**src/rtl/pipe_stage_buf.sv**
```systemverilog
// pipe_stage_buf: valid/ready pipeline register with 2-entry skid buffer, rdy freeze and flush.
// Define PIPE_STAGE_STALL_CNT_EN to add the stall_cnt output.
module pipe_stage_buf #(
    parameter int DW = 38,
    parameter logic [DW-1:0] RST_VAL = {DW{1'b0}}
) (
    input  logic          clk,
    input  logic          rst_n,
    input  logic          rdy,
    input  logic          flush,
    input  logic          up_valid,
    output logic          up_ready,
    input  logic [DW-1:0] up_data,
    output logic          dn_valid,
    input  logic          dn_ready,
    output logic [DW-1:0] dn_data
`ifdef PIPE_STAGE_STALL_CNT_EN
    ,
    output logic [31:0]   stall_cnt
`endif
);
    logic          main_v_q, main_v_d, skid_v_q, skid_v_d;
    logic [DW-1:0] main_d_q, main_d_d, skid_d_q, skid_d_d;
    logic          acc, snd;

    // up_ready depends only on registered state, never on dn_ready
    assign up_ready = rst_n & rdy & ~flush & ~skid_v_q;
    assign dn_valid = rdy & main_v_q;
    assign dn_data  = main_d_q;
    assign acc      = up_valid & up_ready;
    assign snd      = dn_valid & dn_ready;

    always_comb begin
        main_v_d = main_v_q;
        skid_v_d = skid_v_q;
        main_d_d = main_d_q;
        skid_d_d = skid_d_q;
        if (rdy && flush) begin
            main_v_d = 1'b0;
            skid_v_d = 1'b0;
            main_d_d = RST_VAL;
            skid_d_d = RST_VAL;
        end else if (!main_v_q) begin
            main_v_d = acc;
            main_d_d = acc ? up_data : main_d_q;
        end else if (!skid_v_q) begin
            main_v_d = acc | ~snd;
            main_d_d = (acc && snd) ? up_data : main_d_q;
            skid_v_d = acc & ~snd;
            skid_d_d = (acc && !snd) ? up_data : skid_d_q;
        end else if (snd) begin
            skid_v_d = 1'b0;
            main_d_d = skid_d_q;
            skid_d_d = RST_VAL;
        end
    end

    always_ff @(posedge clk or negedge rst_n) begin
        if (!rst_n) begin
            main_v_q <= 1'b0;
            skid_v_q <= 1'b0;
            main_d_q <= RST_VAL;
            skid_d_q <= RST_VAL;
        end else begin
            main_v_q <= main_v_d;
            skid_v_q <= skid_v_d;
            main_d_q <= main_d_d;
            skid_d_q <= skid_d_d;
        end
    end

`ifdef PIPE_STAGE_STALL_CNT_EN
    logic [31:0] stall_cnt_q, stall_cnt_d;

    assign stall_cnt_d = stall_cnt_q + {31'b0, rdy & main_v_q & ~dn_ready};
    assign stall_cnt   = stall_cnt_q;

    always_ff @(posedge clk or negedge rst_n) begin
        if (!rst_n) stall_cnt_q <= 32'd0;
        else        stall_cnt_q <= stall_cnt_d;
    end
`endif
endmodule

```
**config.mk**
```make
export PLATFORM = sky130hd
export DESIGN_NAME = pipe_stage_buf
export DESIGN_NICKNAME = d
export VERILOG_FILES = /design/src/rtl/pipe_stage_buf.sv
export SDC_FILE = /design/constraint.sdc
export NUM_CORES = 1
export LEC_CHECK = 0
export BUFFER_PORTS_ARGS = -buffer_cell sky130_fd_sc_hd__clkbuf_2
export CAP_MARGIN = 20
export CORE_AREA = 2 2 84 94
export CTS_BUF_LIST = sky130_fd_sc_hd__clkbuf_16
export CTS_CLUSTER_SIZE = 8
export DETAILED_ROUTE_END_ITERATION = 8
export DIE_AREA = 0 0 86 96
export GPL_TIMING_DRIVEN = 0
export PLACE_DENSITY_LB_ADDON = 0.1
export SYNTH_ARGS = -nofsm -noshare
export SYNTH_HDL_FRONTEND = slang
export SYNTH_SLANG_ARGS = --single-unit
```
**constraint.sdc**
```tcl
create_clock -name clk -period 2.3 [get_ports clk]
set_input_delay 0.46 -clock clk [delete_from_list [all_inputs] [get_ports clk]]
set_output_delay 0.46 -clock clk [all_outputs]
set_load 0.05 [all_outputs]
```
==> impl_metrics.env, run 1 <==
export IMPL_p_leak_nw=2.234
export IMPL_design_area_um2=4738
export IMPL_switchingPower_w=0.001223
export IMPL_outcome="finished clean"
export IMPL_ys_warn_count=0
export IMPL_clock_sinks=78
export IMPL_num_io_pins=84
export IMPL_cts_root_buffer="clkbuf_16"
export IMPL_maxSlewViolCount=0
export IMPL_netlist_area_leader_share=0.5032
export IMPL_synth_area_leaders="dfrtp_1 50%, a32o_1 10%, a21bo_2 9.8%"
export IMPL_async_flop_share=1.000
export IMPL_rr_worst_depth=6
export IMPL_cts_htree_levels=3
export IMPL_cts_path_max_buffers=2
export IMPL_fin_crit_sh=0.9528
export IMPL_via_count=3074
export IMPL_portBuffers=83
export IMPL_placed_area_um2=4433
export IMPL_post_place_ws_ns=-0.1199
export IMPL_r2r_slack_ns=0.44
export IMPL_syn_nets=372
export IMPL_clk_pin_slew_worst_paths_ns=0.06
export IMPL_post_drt_wl_per_cell_um=17.20
export IMPL_gp_congestion=0.8166
export IMPL_r2r_start="skid_v_q$_DFFE_PN0P_"
export IMPL_seqPwrFrac=0.395
export IMPL_wl_um=8860
export IMPL_avgViaCountPerCell=5.969
export IMPL_clk_latency_ns=0.33
export IMPL_cts_tree="yes"
export IMPL_setup_viol=0
export IMPL_crit_arrival_ns=1.73
export IMPL_cts_made_buffers=9
export IMPL_fill_cells=600
export IMPL_synth_cell_types=25
export IMPL_post_cts_buffers=0
export IMPL_n_antenna_cell=0
export IMPL_fmax_ghz=0.4563
export IMPL_coreArea_um2=7308
export IMPL_crit_type="flip-flop to output pin"
export IMPL_start_util=0.5307
export IMPL_final_nets=467
export IMPL_seq_area_frac_synth=0.5032
export IMPL_setup_slack_ns=0.1086
export IMPL_tightest_slew_ns=0.5201
export IMPL_dieArea_um2=8256
export IMPL_worst_r2r_endpoint="dn_data[13]$_DFFE_PN0P_"
export IMPL_cts_resized=0
export IMPL_startpoint_type="flip-flop"
export IMPL_grt_start_max_net_pins=69
export IMPL_hpwl_um=6041
export IMPL_rows=33
export IMPL_layout_commonest_cell="clkbuf_2"
export IMPL_drc=0
export IMPL_seq_area_um2=1952
export IMPL_synth_edf_count=0
export IMPL_drive_gt1_frac=0.4019
export IMPL_hold_viol=0
export IMPL_rsz0062_at_grt="no"
export IMPL_drtPass1Iterations=5
export IMPL_cp_max_fo=10
export IMPL_min_path_type="input port to async pin"
export IMPL_final_antenna_net_count=0
export IMPL_p_int_w=0.002695
export IMPL_drt_iter0_markers=145
export IMPL_synth_top_area_cell="dfrtp_1"
export IMPL_syn_inst=328
export IMPL_avgSynthCellArea_um2=11.83
export IMPL_die_h_um=96
export IMPL_startpoint="skid_v_q$_DFFE_PN0P_"
export IMPL_die_w_um=86
export IMPL_slew_headroom=0.6532
export IMPL_swShare=0.3121
export IMPL_power_frac_clock=0.371
export IMPL_cts_hold_buf=0
export IMPL_syn2layout_area_growth_pct=22.16
export IMPL_final_cell_mix="82 x clkbuf_2, 78 x dfrtp_1, 40 x a21oi_1"
export IMPL_period_needed_ns=2.191
export IMPL_ys_flop_type="dfrtp_1"
export IMPL_ys_ff_latch=78
export IMPL_ir_drop_mv=0.4563
export IMPL_critPathCaptureType="output pin"
export IMPL_fin_skew_ns=0.003927
export IMPL_maxCapViolCount=0
export IMPL_antenna_found_initial=0
export IMPL_critPathRequiredTime_ns=1.84
export IMPL_multiInputGateArea_um2=1707
export IMPL_netlist_area_um2=3879
export IMPL_grt_pass1_vias=2984
export IMPL_grt_pass1_wl_um=14390
export IMPL_cp_endpoint="up_ready"
export IMPL_grt_ovfl_total=0
export IMPL_pwr_share_comb=0.234
export IMPL_grtUsageTotal=0.2227
export IMPL_power_per_cell_area_nw_per_um2=826.9
-- power groups by stage --
stage,Sequential (W),Clock (W),Combinational [W]
floorplan,0.00197,0,0.000268
global placement,0.00157,0,0.000911
detailed placement,0.00157,0,0.000926
CTS,0.00155,0.00148,0.000927
global route,0.00156,0.00153,0.000974
finish,0.00155,0.00145,0.000917
-- critical path: stages, from the launching register on --
cell      delay (ns)
dfrtp_1         0.37
buf_2           0.17
nor3b_1         0.35
and2_1          0.22
clkbuf_2        0.28
-- synthesized netlist by cell type (2+ instances only) --
library cell  number
o21ai_0            2
inv_1              2
dfrtp_1           78
a32o_1            39
a21oi_1           40
a21bo_2           38
buf_4              4
nand3_1           39
and2_1             4
nor2b_1            2
buf_2             12
buf_12             2
mux2_2            18
mux2_1            20
clkbuf_1          13
buf_1              6
-- flip-flops by register name, indices dropped and copies added, names as in the netlist --
name,flops
dn_data,38
main_v_q,1
skid_d_q,38
skid_v_q,1
-- cell type report --
class / count / area share
Clock buffer: 9 / 0.04753
Inverter: 2 / 0.001584
Timing Repair Buffer: 84 / 0.09401
Buffer: 38 / 0.04489
Sequential cell: 78 / 0.4119
Multi-Input combinational cell: 210 / 0.3602
Clock inverter: 7 / 0.01690
Tap cell: 87 / 0.02297
-- cells by family after synthesis --
group	count (synthesis)	share of synthesized area
buffers and inverters	40	0.05678
AO/OA/AOI/OAI	122	0.2600
flip-flops	78	0.5032
AND/OR/NAND/NOR	50	0.06968
multiplexers	38	0.1103
-- per-stage QoR --
step,TNS [ns],total power (W),std cells,hold slack [ns],utilization
finish,0,0.003918,515,0.02678,0.6483
CTS,0,0.003952,515,0.03103,0.6483
floorplan,0,0.002233,328,0.1644,-
global placement,-81.07,0.002478,498,0.4663,0.6025
detailed placement,-2.308,0.002499,499,0.3814,0.6066
global route,0,0.004063,515,0.04850,0.6483
-- how the worst min path moves through the flow --
stage,startpoint,endpoint,depth (start not counted)
floorplan,rst_n,dn_data[0]$_DFFE_PN0P_,0
global placement,dn_data[8]$_DFFE_PN0P_,dn_data[8]$_DFFE_PN0P_,1
detailed placement,rst_n,dn_data[6]$_DFFE_PN0P_,1
CTS,rst_n,dn_data[37]$_DFFE_PN0P_,1
global route,rst_n,dn_data[4]$_DFFE_PN0P_,1
finish,rst_n,dn_data[6]$_DFFE_PN0P_,1
-- per-layer routing --
layer / vias up / global-route usage / share of wire
li1: 1437 / - / -
met1: 1521 / 0.3008 / 0.44
met2: 105 / 0.3669 / 0.49
met3: 11 / 0.04202 / 0.049
met4: 0 / 0.06614 / 0.013
met5: - / 0 / 0
No activity file was read; power rests on OpenSTA's default activity.
==> inputs of run 2 (changes only) <==
--- a/config.mk
+++ b/config.mk
@@ -7,11 +7,12 @@
 export LEC_CHECK = 0
 export BUFFER_PORTS_ARGS = -buffer_cell sky130_fd_sc_hd__clkbuf_2
 export CAP_MARGIN = 20
-export CORE_AREA = 2 2 84 94
+export CORE_AREA = 4 4 86 96
 export CTS_BUF_LIST = sky130_fd_sc_hd__clkbuf_16
+export CTS_CLUSTER_DIAMETER = 80
 export CTS_CLUSTER_SIZE = 8
 export DETAILED_ROUTE_END_ITERATION = 8
-export DIE_AREA = 0 0 86 96
+export DIE_AREA = 0 0 90 100
 export GPL_TIMING_DRIVEN = 0
 export PLACE_DENSITY_LB_ADDON = 0.1
 export SYNTH_ARGS = -nofsm -noshare
==> run 2 against run 1 <==
Compared with the run above:
- worst hold slack better by 0.010 ns
- clock skew grew 0.00066 ns
- clock power decreased by 17%
- register-to-register slack gained 0.04 ns
- power down 6.1%
- non-clock buffer count is the same
- global-route usage shrank 0.59 points
- clock-buffer cell count is the same
==> impl_metrics.env, run 2 (synthesized netlist as in run 1, its figures left out) <==
export IMPL_crit_arrival_ns=1.68
export IMPL_die_h_um=100
export IMPL_power_per_cell_area_nw_per_um2=785.0
export IMPL_critPathCaptureType="output pin"
export IMPL_via_count=3045
export IMPL_cts_path_max_buffers=2
export IMPL_rsz0062_at_grt="no"
export IMPL_startpoint="skid_v_q$_DFFE_PN0P_"
export IMPL_post_drt_wl_per_cell_um=17.87
export IMPL_layout_commonest_cell="clkbuf_2"
export IMPL_grt_pass1_vias=3214
export IMPL_cts_root_buffer="clkbuf_16"
export IMPL_gp_congestion=0.7582
export IMPL_fill_cells=609
export IMPL_critPathRequiredTime_ns=1.84
export IMPL_p_leak_nw=2.224
export IMPL_post_cts_buffers=0
export IMPL_cts_hold_buf=0
export IMPL_num_io_pins=84
export IMPL_rr_worst_depth=6
export IMPL_n_antenna_cell=0
export IMPL_min_path_type="input port to async pin"
export IMPL_cp_endpoint="up_ready"
export IMPL_tightest_slew_ns=0.5448
export IMPL_final_cell_mix="82 x clkbuf_2, 78 x dfrtp_1, 40 x a21oi_1"
export IMPL_cp_max_fo=10
export IMPL_drtPass1Iterations=4
export IMPL_cts_htree_levels=3
export IMPL_setup_viol=0
export IMPL_cts_resized=0
export IMPL_drt_iter0_markers=158
export IMPL_clock_sinks=78
export IMPL_drc=0
export IMPL_cts_made_buffers=9
export IMPL_wl_um=9205
export IMPL_slew_headroom=0.6368
export IMPL_ir_drop_mv=0.5447
export IMPL_fmax_ghz=0.4670
export IMPL_start_util=0.5307
export IMPL_crit_chain="buf_2 > nor3b_1 > and2_1 > clkbuf_2"
export IMPL_fin_crit_sh=0.9309
export IMPL_final_nets=467
export IMPL_outcome="finished clean"
export IMPL_portBuffers=83
export IMPL_cp_slowest_cell="dfrtp_1"
export IMPL_syn2layout_area_growth_pct=20.81
export IMPL_multiInputGateArea_um2=1707
export IMPL_die_w_um=90
export IMPL_clk_latency_ns=0.33
export IMPL_startpoint_type="flip-flop"
export IMPL_r2r_slack_ns=0.48
export IMPL_fin_skew_ns=0.004591
export IMPL_r2r_start="skid_v_q$_DFFE_PN0P_"
export IMPL_clk_pin_slew_worst_paths_ns=0.06
export IMPL_cts_tree="yes"
export IMPL_crit_type="flip-flop to output pin"
export IMPL_seq_area_um2=1952
export IMPL_grt_pass1_wl_um=15900
export IMPL_drive_gt1_frac=0.3972
export IMPL_dieArea_um2=9000
export IMPL_avgViaCountPerCell=5.913
export IMPL_hpwl_um=6243
export IMPL_maxCapViolCount=0
export IMPL_maxSlewViolCount=0
export IMPL_hold_viol=0
export IMPL_final_antenna_net_count=0
export IMPL_grtUsageTotal=0.2168
export IMPL_placed_area_um2=4433
export IMPL_hold_worst_slack_ns=0.03706
export IMPL_antenna_found_initial=0
export IMPL_grt_start_max_net_pins=68
export IMPL_coreArea_um2=7308
export IMPL_period_needed_ns=2.141
export IMPL_design_area_um2=4686
export IMPL_grt_ovfl_total=0
export IMPL_cp_slowest_stage_delay_ns=0.37
export IMPL_rows=33
export IMPL_worst_r2r_endpoint="dn_data[14]$_DFFE_PN0P_"
-- run 2: how the worst min path moves through the flow --
stage                              end  slack (ns)                    start  cells past startpoint
4_1_cts         dn_data[8]$_DFFE_PN0P_        0.04                    rst_n                      1
3_3_place_gp   dn_data[11]$_DFFE_PN0P_        0.47  dn_data[11]$_DFFE_PN0P_                      1
2_1_floorplan   dn_data[0]$_DFFE_PN0P_        0.16                    rst_n                      0
5_1_grt         dn_data[8]$_DFFE_PN0P_        0.05                    rst_n                      1
6_report        dn_data[8]$_DFFE_PN0P_        0.04                    rst_n                      1
3_5_place_dp    dn_data[8]$_DFFE_PN0P_        0.39                    rst_n                      1
-- run 2: area by class of cell --
class | count | area share
multi-input combinational | 210 | 0.3642
clock inverter | 7 | 0.005875
sequential | 78 | 0.4166
clock buffer | 9 | 0.04806
inverter | 2 | 0.001602
timing repair buffer | 84 | 0.09506
buffer | 38 | 0.04539
tap | 87 | 0.02323
-- run 2: worst max-delay path: cells and delay by family (launching register included) --
kind	cells	cell delay (ns)
buffers and inverters	2	0.45
DFF	1	0.37
and+or+nand+nor	2	0.54
-- run 2: power by group --
| group | switching [W] | internal, W | total, W | leakage (nW) |
|---|---|---|---|---|
| clock | 0.000505 | 0.000704 | 0.00121 | 0.143 |
| sequential | 0.0000552 | 0.00149 | 0.00155 | 1.03 |
| combinational | 0.000651 | 0.000270 | 0.000921 | 1.06 |
| total | 0.00121 | 0.00247 | 0.00368 | 2.22 |
-- run 2: metrics by stage --
step | power (W) | setup TNS, ns | instances | setup WS [ns] | util
after floorplan | 0.002233 | 0 | 328 | 0.5337 | -
after global placement | 0.002481 | -79.83 | 498 | -1.103 | 0.6025
after detailed placement | 0.002502 | -2.587 | 499 | -0.1214 | 0.6066
after CTS | 0.003717 | 0 | 515 | 0.1404 | 0.6412
after global routing | 0.003844 | 0 | 515 | 0.07190 | 0.6412
final | 0.003679 | 0 | 515 | 0.1588 | 0.6412
-- run 2: layer usage --
layer,vias to the layer above,global-route usage,share of wire
li1,1442,-,-
met1,1506,0.2813,0.44
met2,83,0.3667,0.50
met3,14,0.03298,0.039
met4,0,0.08952,0.020
met5,-,0,0
==> inputs of run 3 (changes only) <==
--- a/config.mk
+++ b/config.mk
@@ -7,14 +7,15 @@
 export LEC_CHECK = 0
 export BUFFER_PORTS_ARGS = -buffer_cell sky130_fd_sc_hd__clkbuf_2
 export CAP_MARGIN = 20
-export CORE_AREA = 4 4 86 96
+export CORE_AREA = 2 2 84 94
 export CTS_BUF_LIST = sky130_fd_sc_hd__clkbuf_16
 export CTS_CLUSTER_DIAMETER = 80
 export CTS_CLUSTER_SIZE = 8
 export DETAILED_ROUTE_END_ITERATION = 8
-export DIE_AREA = 0 0 90 100
+export DIE_AREA = 0 0 86 96
 export GPL_TIMING_DRIVEN = 0
 export PLACE_DENSITY_LB_ADDON = 0.1
+export SETUP_SLACK_MARGIN = 0.2
 export SYNTH_ARGS = -nofsm -noshare
 export SYNTH_HDL_FRONTEND = slang
 export SYNTH_SLANG_ARGS = --single-unit
==> run 3 against run 2 <==
Compared with the run above:
- combinational power increased by 0.4%
- cell count up 0.19%
- die area fell by 8.3%
- power is 6.8% higher
- wire length is 1.5% lower
- global-route usage rose by 0.61 points
- first-iteration DRC count is 3.2% higher
- largest cell class unchanged
- highest routed layer unchanged
==> impl_metrics.env, run 3 (synthesized netlist as in run 1, its figures left out) <==
export IMPL_outcome="finished clean"
export IMPL_tightest_slew_ns=0.5194
export IMPL_hold_viol=0
export IMPL_final_nets=468
export IMPL_crit_type="flip-flop to output pin"
export IMPL_maxCapViolCount=0
export IMPL_cts_hold_buf=0
export IMPL_power_per_cell_area_nw_per_um2=823.1
export IMPL_avgViaCountPerCell=5.942
export IMPL_clk_pin_slew_worst_paths_ns=0.06
export IMPL_grt_ovfl_total=0
export IMPL_grt_met2_usage=0.3689
export IMPL_utilization=0.6528
export IMPL_ir_drop_mv=0.4561
export IMPL_grtUsageTotal=0.2229
export IMPL_cp_max_fo=10
export IMPL_n_antenna_cell=0
export IMPL_clk_latency_ns=0.33
export IMPL_antenna_found_initial=0
export IMPL_cts_made_buffers=9
export IMPL_grt_use_met1=0.3019
export IMPL_hpwl_um=6041
export IMPL_final_cell_mix="81 x clkbuf_2, 78 x dfrtp_1, 40 x a21oi_1"
export IMPL_fin_crit_sh=0.8752
export IMPL_placed_area_um2=4433
export IMPL_grt_pass1_vias=2980
export IMPL_critPathCaptureType="output pin"
export IMPL_slew_headroom=0.6537
export IMPL_cts_path_max_buffers=2
export IMPL_setup_viol=0
export IMPL_setup_tns_ns=0
export IMPL_grt_pass1_wl_um=14410
export IMPL_design_area_um2=4771
export IMPL_cts_tree="yes"
export IMPL_drive_gt1_frac=0.4056
export IMPL_num_io_pins=84
export IMPL_drt_iter0_markers=163
export IMPL_portBuffers=83
export IMPL_fmax_ghz=0.4968
export IMPL_die_w_um=86
export IMPL_layout_commonest_cell="clkbuf_2"
export IMPL_clock_sinks=78
export IMPL_die_h_um=96
export IMPL_wl_um=9069
export IMPL_min_path_type="input port to async pin"
export IMPL_cts_htree_levels=3
export IMPL_rows=33
export IMPL_syn2layout_area_growth_pct=23.00
export IMPL_final_antenna_net_count=0
export IMPL_busiest_layer="met2"
export IMPL_drtPass1Iterations=5
export IMPL_worst_r2r_endpoint="dn_data[13]$_DFFE_PN0P_"
export IMPL_rsz0062_at_grt="yes"
export IMPL_start_util=0.5307
export IMPL_startpoint_type="flip-flop"
export IMPL_gp_congestion=0.8166
export IMPL_cts_root_buffer="clkbuf_16"
export IMPL_via_count=3066
export IMPL_dieArea_um2=8256
export IMPL_final_cells=516
export IMPL_drc=0
export IMPL_dpl_cell_count=499
export IMPL_crit_arrival_ns=1.55
export IMPL_post_drt_wl_per_cell_um=17.58
export IMPL_coreArea_um2=7308
export IMPL_critPathRequiredTime_ns=1.84
export IMPL_p_leak_nw=2.249
export IMPL_r2r_start="skid_v_q$_DFFE_PN0P_"
export IMPL_grt_start_max_net_pins=69
export IMPL_r2r_slack_ns=0.45
export IMPL_fin_skew_ns=0.004748
export IMPL_grt_met3_usage=0.04202
export IMPL_rr_worst_depth=6
export IMPL_maxSlewViolCount=0
export IMPL_period_needed_ns=2.013
run 3: cell types whose count changed in the layout (fill, tap and decap cells not counted), sizes merged:
cell    change
bufinv      +2
clkbuf      +1
clkinv      +2
inv         -4
run 3: area by class of cell:
class / count / area (um2)
clock buffers: 9 / 225.2
fillers: 595 / 2537
repair buffers: 85 / 473.0
multi-input cells: 210 / 1712
clock inverters: 7 / 80.08
plain buffers: 38 / 212.7
inverters: 2 / 7.507
flip-flops and latches: 78 / 1952
well taps: 87 / 108.9
run 3: routing by layer:
layer / up-vias / part of all wire
met3: 9 / 0.041
met4: 0 / 0.0098
li1: 1440 / -
met2: 83 / 0.50
met5: - / 0
met1: 1534 / 0.45
run 3: what timing repair did:
action,in CTS,in global routing
setup buffers,0,0
resized for setup,1,2
gates cloned,0,1
endpoints found under the setup margin,1,50
endpoints found under the hold margin,0,0
pin swaps,0,0
run 3: worst max-delay path by stage:
stage                                          end  slack (ns)                 start  cells after the start
final                                     up_ready        0.29  skid_v_q$_DFFE_PN0P_                      4
after global routing       dn_data[11]$_DFFE_PN0P_        0.19                 rst_n                      7
after CTS                                 up_ready        0.21                 rst_n                      4
after detailed placement   dn_data[11]$_DFFE_PN0P_       -0.12                 rst_n                      7
after global placement     dn_data[37]$_DFFE_PN0P_       -1.10                 rst_n                      6
after floorplan           skid_d_q[15]$_DFFE_PN0P_        0.53    main_v_q$_DFF_PN0_                      6
run 3: critical path, stage by stage (launching register included):
cell      delay (ns)
dfrtp_1         0.37
buf_2           0.17
nor3b_2         0.25
and2_1          0.19
clkbuf_4        0.24
run 3: power breakdown:
part           internal (W)  leakage, nW  switching, W
clock network      0.000932        0.153      0.000523
logic              0.000275         1.07      0.000650
registers           0.00149         1.03     0.0000541
total               0.00270         2.25       0.00123
run 3: per-stage QoR:
step,hold WS [ns],worst slack [ns],power (W)
after CTS,0.03103,0.2063,0.003953
after global placement,0.4663,-1.104,0.002478
after global routing,0.07018,0.1883,0.004070
after floorplan,0.1644,0.5337,0.002233
final,0.04529,0.2871,0.003927
after detailed placement,0.3814,-0.1199,0.002499
